===== src/rtl/result_uart_streamer_pkg.sv =====
// Shared codes for the result streamer: global processing states, UART framing
// constants, the default sync header and the streamer FSM encoding.
package result_uart_streamer_pkg;

  localparam logic [2:0] GS_LOAD       = 3'd0;
  localparam logic [2:0] GS_BOX_FILTER = 3'd1;
  localparam logic [2:0] GS_TRANSMIT   = 3'd2;

  localparam int UART_DATA_BITS  = 8;
  localparam int UART_STOP_BITS  = 1;
  localparam int UART_FRAME_BITS = 1 + UART_DATA_BITS + UART_STOP_BITS;

  localparam logic [7:0] DEFAULT_SYNC_BYTE = 8'hA5;

  typedef enum logic [1:0] {
    IDLE,
    FETCH,
    SEND,
    WAIT
  } fsm_t;

endpackage


===== src/rtl/result_uart_streamer_tx.sv =====
// UART 8N1 transmitter: start bit on the cycle after load, done pulses in the
// last cycle of the stop bit. Loads arriving while busy are ignored.
module uart_tx_core
  import result_uart_streamer_pkg::*;
#(
  parameter int CLKS_PER_BIT = 434
) (
  input  logic       clock,
  input  logic       not_reset,
  input  logic       iLoad,
  input  logic [7:0] iData,
  output logic       oTx,
  output logic       oBusy,
  output logic       oDone
);

  localparam int BW = (CLKS_PER_BIT > 2) ? $clog2(CLKS_PER_BIT) : 1;

  logic [BW-1:0]              baud;
  logic [3:0]                 bit_idx;
  logic [UART_FRAME_BITS-1:0] frame;
  logic                       busy;
  logic                       last_clk;

  assign last_clk = (baud == BW'(CLKS_PER_BIT - 1));
  assign oDone    = busy && last_clk && (bit_idx == 4'(UART_FRAME_BITS - 1));
  // Busy already in the load cycle so the caller never sees a gap.
  assign oBusy    = busy | iLoad;

  always_ff @(posedge clock or negedge not_reset) begin
    if (!not_reset) begin
      oTx     <= 1'b1;
      busy    <= 1'b0;
      baud    <= '0;
      bit_idx <= '0;
      frame   <= '1;
    end else if (!busy) begin
      if (iLoad) begin
        frame   <= {1'b1, iData, 1'b0};
        oTx     <= 1'b0;
        busy    <= 1'b1;
        baud    <= '0;
        bit_idx <= '0;
      end
    end else if (last_clk) begin
      baud <= '0;
      if (oDone) begin
        busy <= 1'b0;
      end else begin
        bit_idx <= bit_idx + 4'd1;
        frame   <= {1'b1, frame[UART_FRAME_BITS-1:1]};
        oTx     <= frame[1];
      end
    end else begin
      baud <= baud + BW'(1);
    end
  end

endmodule


===== src/rtl/result_uart_streamer.sv =====
// Streams the binarized result memory over UART: sync byte, then 8 pixels per byte
// (first pixel in bit 7) in raster order; sticky finished after the last stop bit.
module result_uart_streamer
  import result_uart_streamer_pkg::*;
#(
  parameter int         WIDTH_BITS   = 8,
  parameter int         HEIGHT_BITS  = 8,
  parameter int         CLKS_PER_BIT = 434,
  parameter logic [2:0] ACTIVE_STATE = GS_TRANSMIT,
  parameter logic [7:0] SYNC_BYTE    = DEFAULT_SYNC_BYTE
) (
  input  logic                   clock,
  input  logic                   not_reset,
  output logic [WIDTH_BITS-1:0]  oResultCol,
  output logic [HEIGHT_BITS-1:0] oResultRow,
  input  logic [7:0]             iResultData,
  input  logic [2:0]             global_state,
  output logic                   oTx,
  output logic                   oBusy,
  output logic                   finished
);

  localparam int PB = WIDTH_BITS + HEIGHT_BITS;

  fsm_t          state;
  logic [PB-1:0] pos;
  logic [PB-1:0] addr;
  logic [3:0]    fcnt;
  logic [7:0]    shreg;
  logic [7:0]    tx_byte;
  logic          header_sent;
  logic          sending_header;
  logic          tx_load;
  logic          tx_done;
  logic          active;

  assign active                   = (global_state == ACTIVE_STATE);
  assign {oResultRow, oResultCol} = addr;

  always_ff @(posedge clock or negedge not_reset) begin
    if (!not_reset) begin
      state          <= IDLE;
      pos            <= '0;
      addr           <= '0;
      fcnt           <= '0;
      shreg          <= '0;
      tx_byte        <= '0;
      header_sent    <= 1'b0;
      sending_header <= 1'b0;
      tx_load        <= 1'b0;
      finished       <= 1'b0;
    end else begin
      tx_load <= 1'b0;
      case (state)
        IDLE: begin
          if (active && !finished) begin
            if (!header_sent) begin
              tx_byte        <= SYNC_BYTE;
              sending_header <= 1'b1;
              tx_load        <= 1'b1;
              state          <= SEND;
            end else begin
              addr  <= pos;
              fcnt  <= '0;
              state <= FETCH;
            end
          end
        end
        FETCH: begin
          // Read data lags the address by one cycle, so capture runs on fcnt 1..8.
          if (fcnt != 4'd0) shreg <= {shreg[6:0], |iResultData};
          if (fcnt < 4'd7)  addr  <= addr + PB'(1);
          if (fcnt == 4'd8) begin
            pos            <= pos + PB'(8);
            tx_byte        <= {shreg[6:0], |iResultData};
            sending_header <= 1'b0;
            tx_load        <= 1'b1;
            fcnt           <= '0;
            state          <= SEND;
          end else begin
            fcnt <= fcnt + 4'd1;
          end
        end
        SEND: state <= WAIT;
        WAIT: begin
          if (tx_done) begin
            if (sending_header) header_sent <= 1'b1;
            // pos has already wrapped to zero once the final byte was fetched.
            if (!sending_header && (pos == '0)) begin
              finished <= 1'b1;
              state    <= IDLE;
            end else if (active) begin
              addr  <= pos;
              fcnt  <= '0;
              state <= FETCH;
            end else begin
              state <= IDLE;
            end
          end
        end
        default: state <= IDLE;
      endcase
    end
  end

  uart_tx_core #(
    .CLKS_PER_BIT(CLKS_PER_BIT)
  ) u_tx (
    .clock    (clock),
    .not_reset(not_reset),
    .iLoad    (tx_load),
    .iData    (tx_byte),
    .oTx      (oTx),
    .oBusy    (oBusy),
    .oDone    (tx_done)
  );

endmodule


===== config.mk =====
export PLATFORM = sky130hd
export DESIGN_NAME = result_uart_streamer
export DESIGN_NICKNAME = d
export VERILOG_FILES = /design/src/rtl/result_uart_streamer_pkg.sv /design/src/rtl/result_uart_streamer_tx.sv /design/src/rtl/result_uart_streamer.sv
export SDC_FILE = /design/constraint.sdc
export NUM_CORES = 1
export LEC_CHECK = 0
export BUFFER_PORTS_ARGS = -buffer_cell sky130_fd_sc_hd__buf_2
export CELL_PAD_IN_SITES_DETAIL_PLACEMENT = 1
export CELL_PAD_IN_SITES_GLOBAL_PLACEMENT = 2
export CORE_MARGIN = 2
export CORE_UTILIZATION = 41
export CTS_CLUSTER_SIZE = 40
export DETAILED_ROUTE_END_ITERATION = 10
export PLACE_DENSITY_LB_ADDON = 0.08
export SETUP_SLACK_MARGIN = 0.2
export SLEW_MARGIN = 20
export SYNTH_ARGS = -nofsm -noshare
export SYNTH_HDL_FRONTEND = slang
export SYNTH_SLANG_ARGS = --single-unit

===== constraint.sdc =====
create_clock -name clock -period 6.2 [get_ports clock]
set_input_delay 1.24 -clock clock [delete_from_list [all_inputs] [get_ports clock]]
set_output_delay 1.24 -clock clock [all_outputs]
set_load 0.005 [all_outputs]

==> impl_results.md <==
* Status: finished, final reports clean
* Seq cells post-synth at 77
* F_max at 330 MHz
* CTS max path bufs at 2
* Die area at roughly 11000 um^2
* # setup viols final at 0
* Fraction of registers with async set/reset at 100%
* Max Clock Skew at 8.27 ps
* Wirelength, routed at 10000 um
* Int Power at 1.15 mW
* Met1 Use GR at 27.9%
* Startpoint type of the worst setup path: flip-flop
* Clock latency on the worst-skew pair at around 360 ps
* Largest cells by area after synthesis: dfrtp_1, dfstp_2, nand2_1, ha_1, o21ai_0
* Crit path kind: reg -> out
* TritonCTS Buffers at 9
* Yosys cell types at 59
* Met3 usage at 3.31%
* Antenna-violating nets left at 0
* Clock sink count at 77
* Post-DP Area at 4440 um^2
* Net Switching at 828 uW
* Required @ worst endpoint at roughly 5000 ps
* Via count at 3375
* Worst setup EP type: output pin
* RSZ-0062 raised after global routing: no
* CP arrival at around 1800 ps
* Largest net degree at the start of global routing at slightly below 80
* Non-filler instance count after layout at a little under 600
* Slew margin rel. at 33.4%
* Post-synth top area share at roughly two fifths
* Reg power frac at 41.0%
* Power density over cell area at ~420 nW/um^2
* Utilization after layout at 47.2%
* First-pass GRT wire length at 17500 um
* Die width at 105 um
* Total global-route track usage at roughly a fifth
* Max-cap viol count at 0
* Min Tclk post-route at 3030 ps
* Root buf cell: clkbuf_8
* Place WS at 2900 ps
* Clock power frac at between 10% and 20%
* GR met2 Demand/Resource at 29.5%
* Synthesized area at 4190 um^2
* PortBufs at 31
* Post-DP HPWL at 6640 um
* Drt pass-1 iters at 4
* Worst-margin pin slew at 999 ps
* Fill cells at 1145
* Reg clk slew, reported paths at 90 ps
* Core area at 9860 um^2
* Layout overhead on the synthesized area at 11.0%
* Final WS setup at approximately 3200 ps
* Vias in the first global route at between 3000 and 4000
* Syn Area/Cell at 9.64 um^2
* Hold/Removal Path Class: reg -> reg
* CTS Hold Bufs at 0
* # resized after CTS at 0
* Initial antenna violation count at 0
* Syn_nets at ~460
* Antenna cells at 0
* Top Usage Layer GRT: met2
* Cell row count at 36
* Post-synth EDFFs at 0
* CTS tree: yes
* Layout cells sized above 1 at 16.2%
* Grt total ovfl at 0
* Switching Fraction at between 40% and 50%
* Worst IR Drop VDD at 215 uV
* Wire length per cell at 16.8 um
* Final GP Congestion at 0.781
* Final nets at around 490
* # IOs at 32
* Final Cell Area at 4650 um^2
* Post-CTS Setup Inserts at 0
* Yosys warnings at 0
* Combinational Power Share at 39.2%
* Initial Utilization at roughly 43%
* Vias per cell at 5.67
* Post-Syn Instances at 435
* Placed cell count at 579
* Setup TNS at 0 ps
* Largest area contributor in the netlist: dfrtp_1
* LEAKAGE at 2.17 nW
* Final Total Pwr at 1.98 mW
* Max FO, Critical Path at 17
* Cell with the most instances after synthesis: dfrtp_1
* DRC viols at 0
* DR iter-0 viols at about 140
* H-tree Lvls at 3
* Synth cell count leaders: dfrtp_1, nand2_1, o21ai_0
* Slew Viols, Final at 0
* Worst hold slack at 480 ps
* Register area share after synthesis at a little under half
* Period utilization at 48.9%
* Final hold viol count at 0
* Synth Flop Type: dfrtp_1
* Die Span Y at 105 um
-- power by group through the flow --
stage	combinational (mW)	clock [mW]	sequential (mW)
3_3_place_gp	0.741	0	0.811
4_1_cts	0.774	0.405	0.809
6_report	0.775	0.392	0.810
3_5_place_dp	0.768	0	0.818
2_1_floorplan	0.593	0	0.758
5_1_grt	0.889	0.424	0.836
-- state kept, by name, summed over array words and instances, names as in the netlist --
name            count
addr               16
fcnt                4
finished            1
header_sent         1
pos                13
sending_header      1
shreg               7
state               2
tx_byte             8
tx_load             1
u_tx.baud           9
u_tx.bit_idx        4
u_tx.busy           1
u_tx.frame          8
u_tx.oTx            1
-- kinds of logic after synthesis --
kind of cell	Yosys count	synth area share, %
simple gates	181	23.8
compound gates	94	15.0
flops	77	46.2
buf+inv	38	3.67
xor+xnor	15	3.13
mux	15	3.76
fa+ha+maj	15	4.48
-- cell usage in the layout, fill, tap and decap left out, drive strengths merged, types with 7 or more instances in the layout --
cell type  instances
nor2b              8
xor2               7
ha                15
buf               33
nor2              15
a21oi             12
nor4              10
nor3               9
o21ai             39
dfrtp             68
dfstp              9
clkbuf            10
and3              17
nand3             17
mux2i              9
nand4             11
nand2b             9
nand2             55
xnor2              8
inv               18
-- per-layer routing --
metal,share of wire (%),vias up
li1,-,1626
met1,52,1695
met2,44,44
met3,2.5,10
met4,1.4,0
met5,0,-
-- worst paths after layout --
check,cells past startpoint,start,slack (ps),endpoint
min,2,u_tx.frame[1]$_DFFE_PN1P_,480,u_tx.frame[1]$_DFFE_PN1P_
max reg2reg,5,u_tx.busy$_DFF_PN0_,3480,addr[2]$_DFFE_PN0P_
min reg2reg,2,u_tx.frame[1]$_DFFE_PN1P_,480,u_tx.frame[1]$_DFFE_PN1P_
max,3,u_tx.busy$_DFF_PN0_,3170,oBusy
max in group asynchronous,1,not_reset,4510,u_tx.baud[1]$_DFFE_PN0P_
min in group asynchronous,1,not_reset,1030,pos[13]$_DFFE_PN0P_
-- layout make-up --
type	instances	area [um^2]	share of cell area, %
repair buffers	33	173	3.71
inverters	16	60.1	1.29
well taps	133	166	3.58
flip-flops and latches	77	1940	41.7
multi-input cells	320	2120	45.5
clock buffers	10	128	2.74
clock inverters	6	70.1	1.51
-- critical path, cell delays in order, from the launching register on --
cell     delay (ps)
dfrtp_1         830
nor2_1          240
inv_1           220
buf_2           150
No activity file was read; power rests on OpenSTA's default activity.
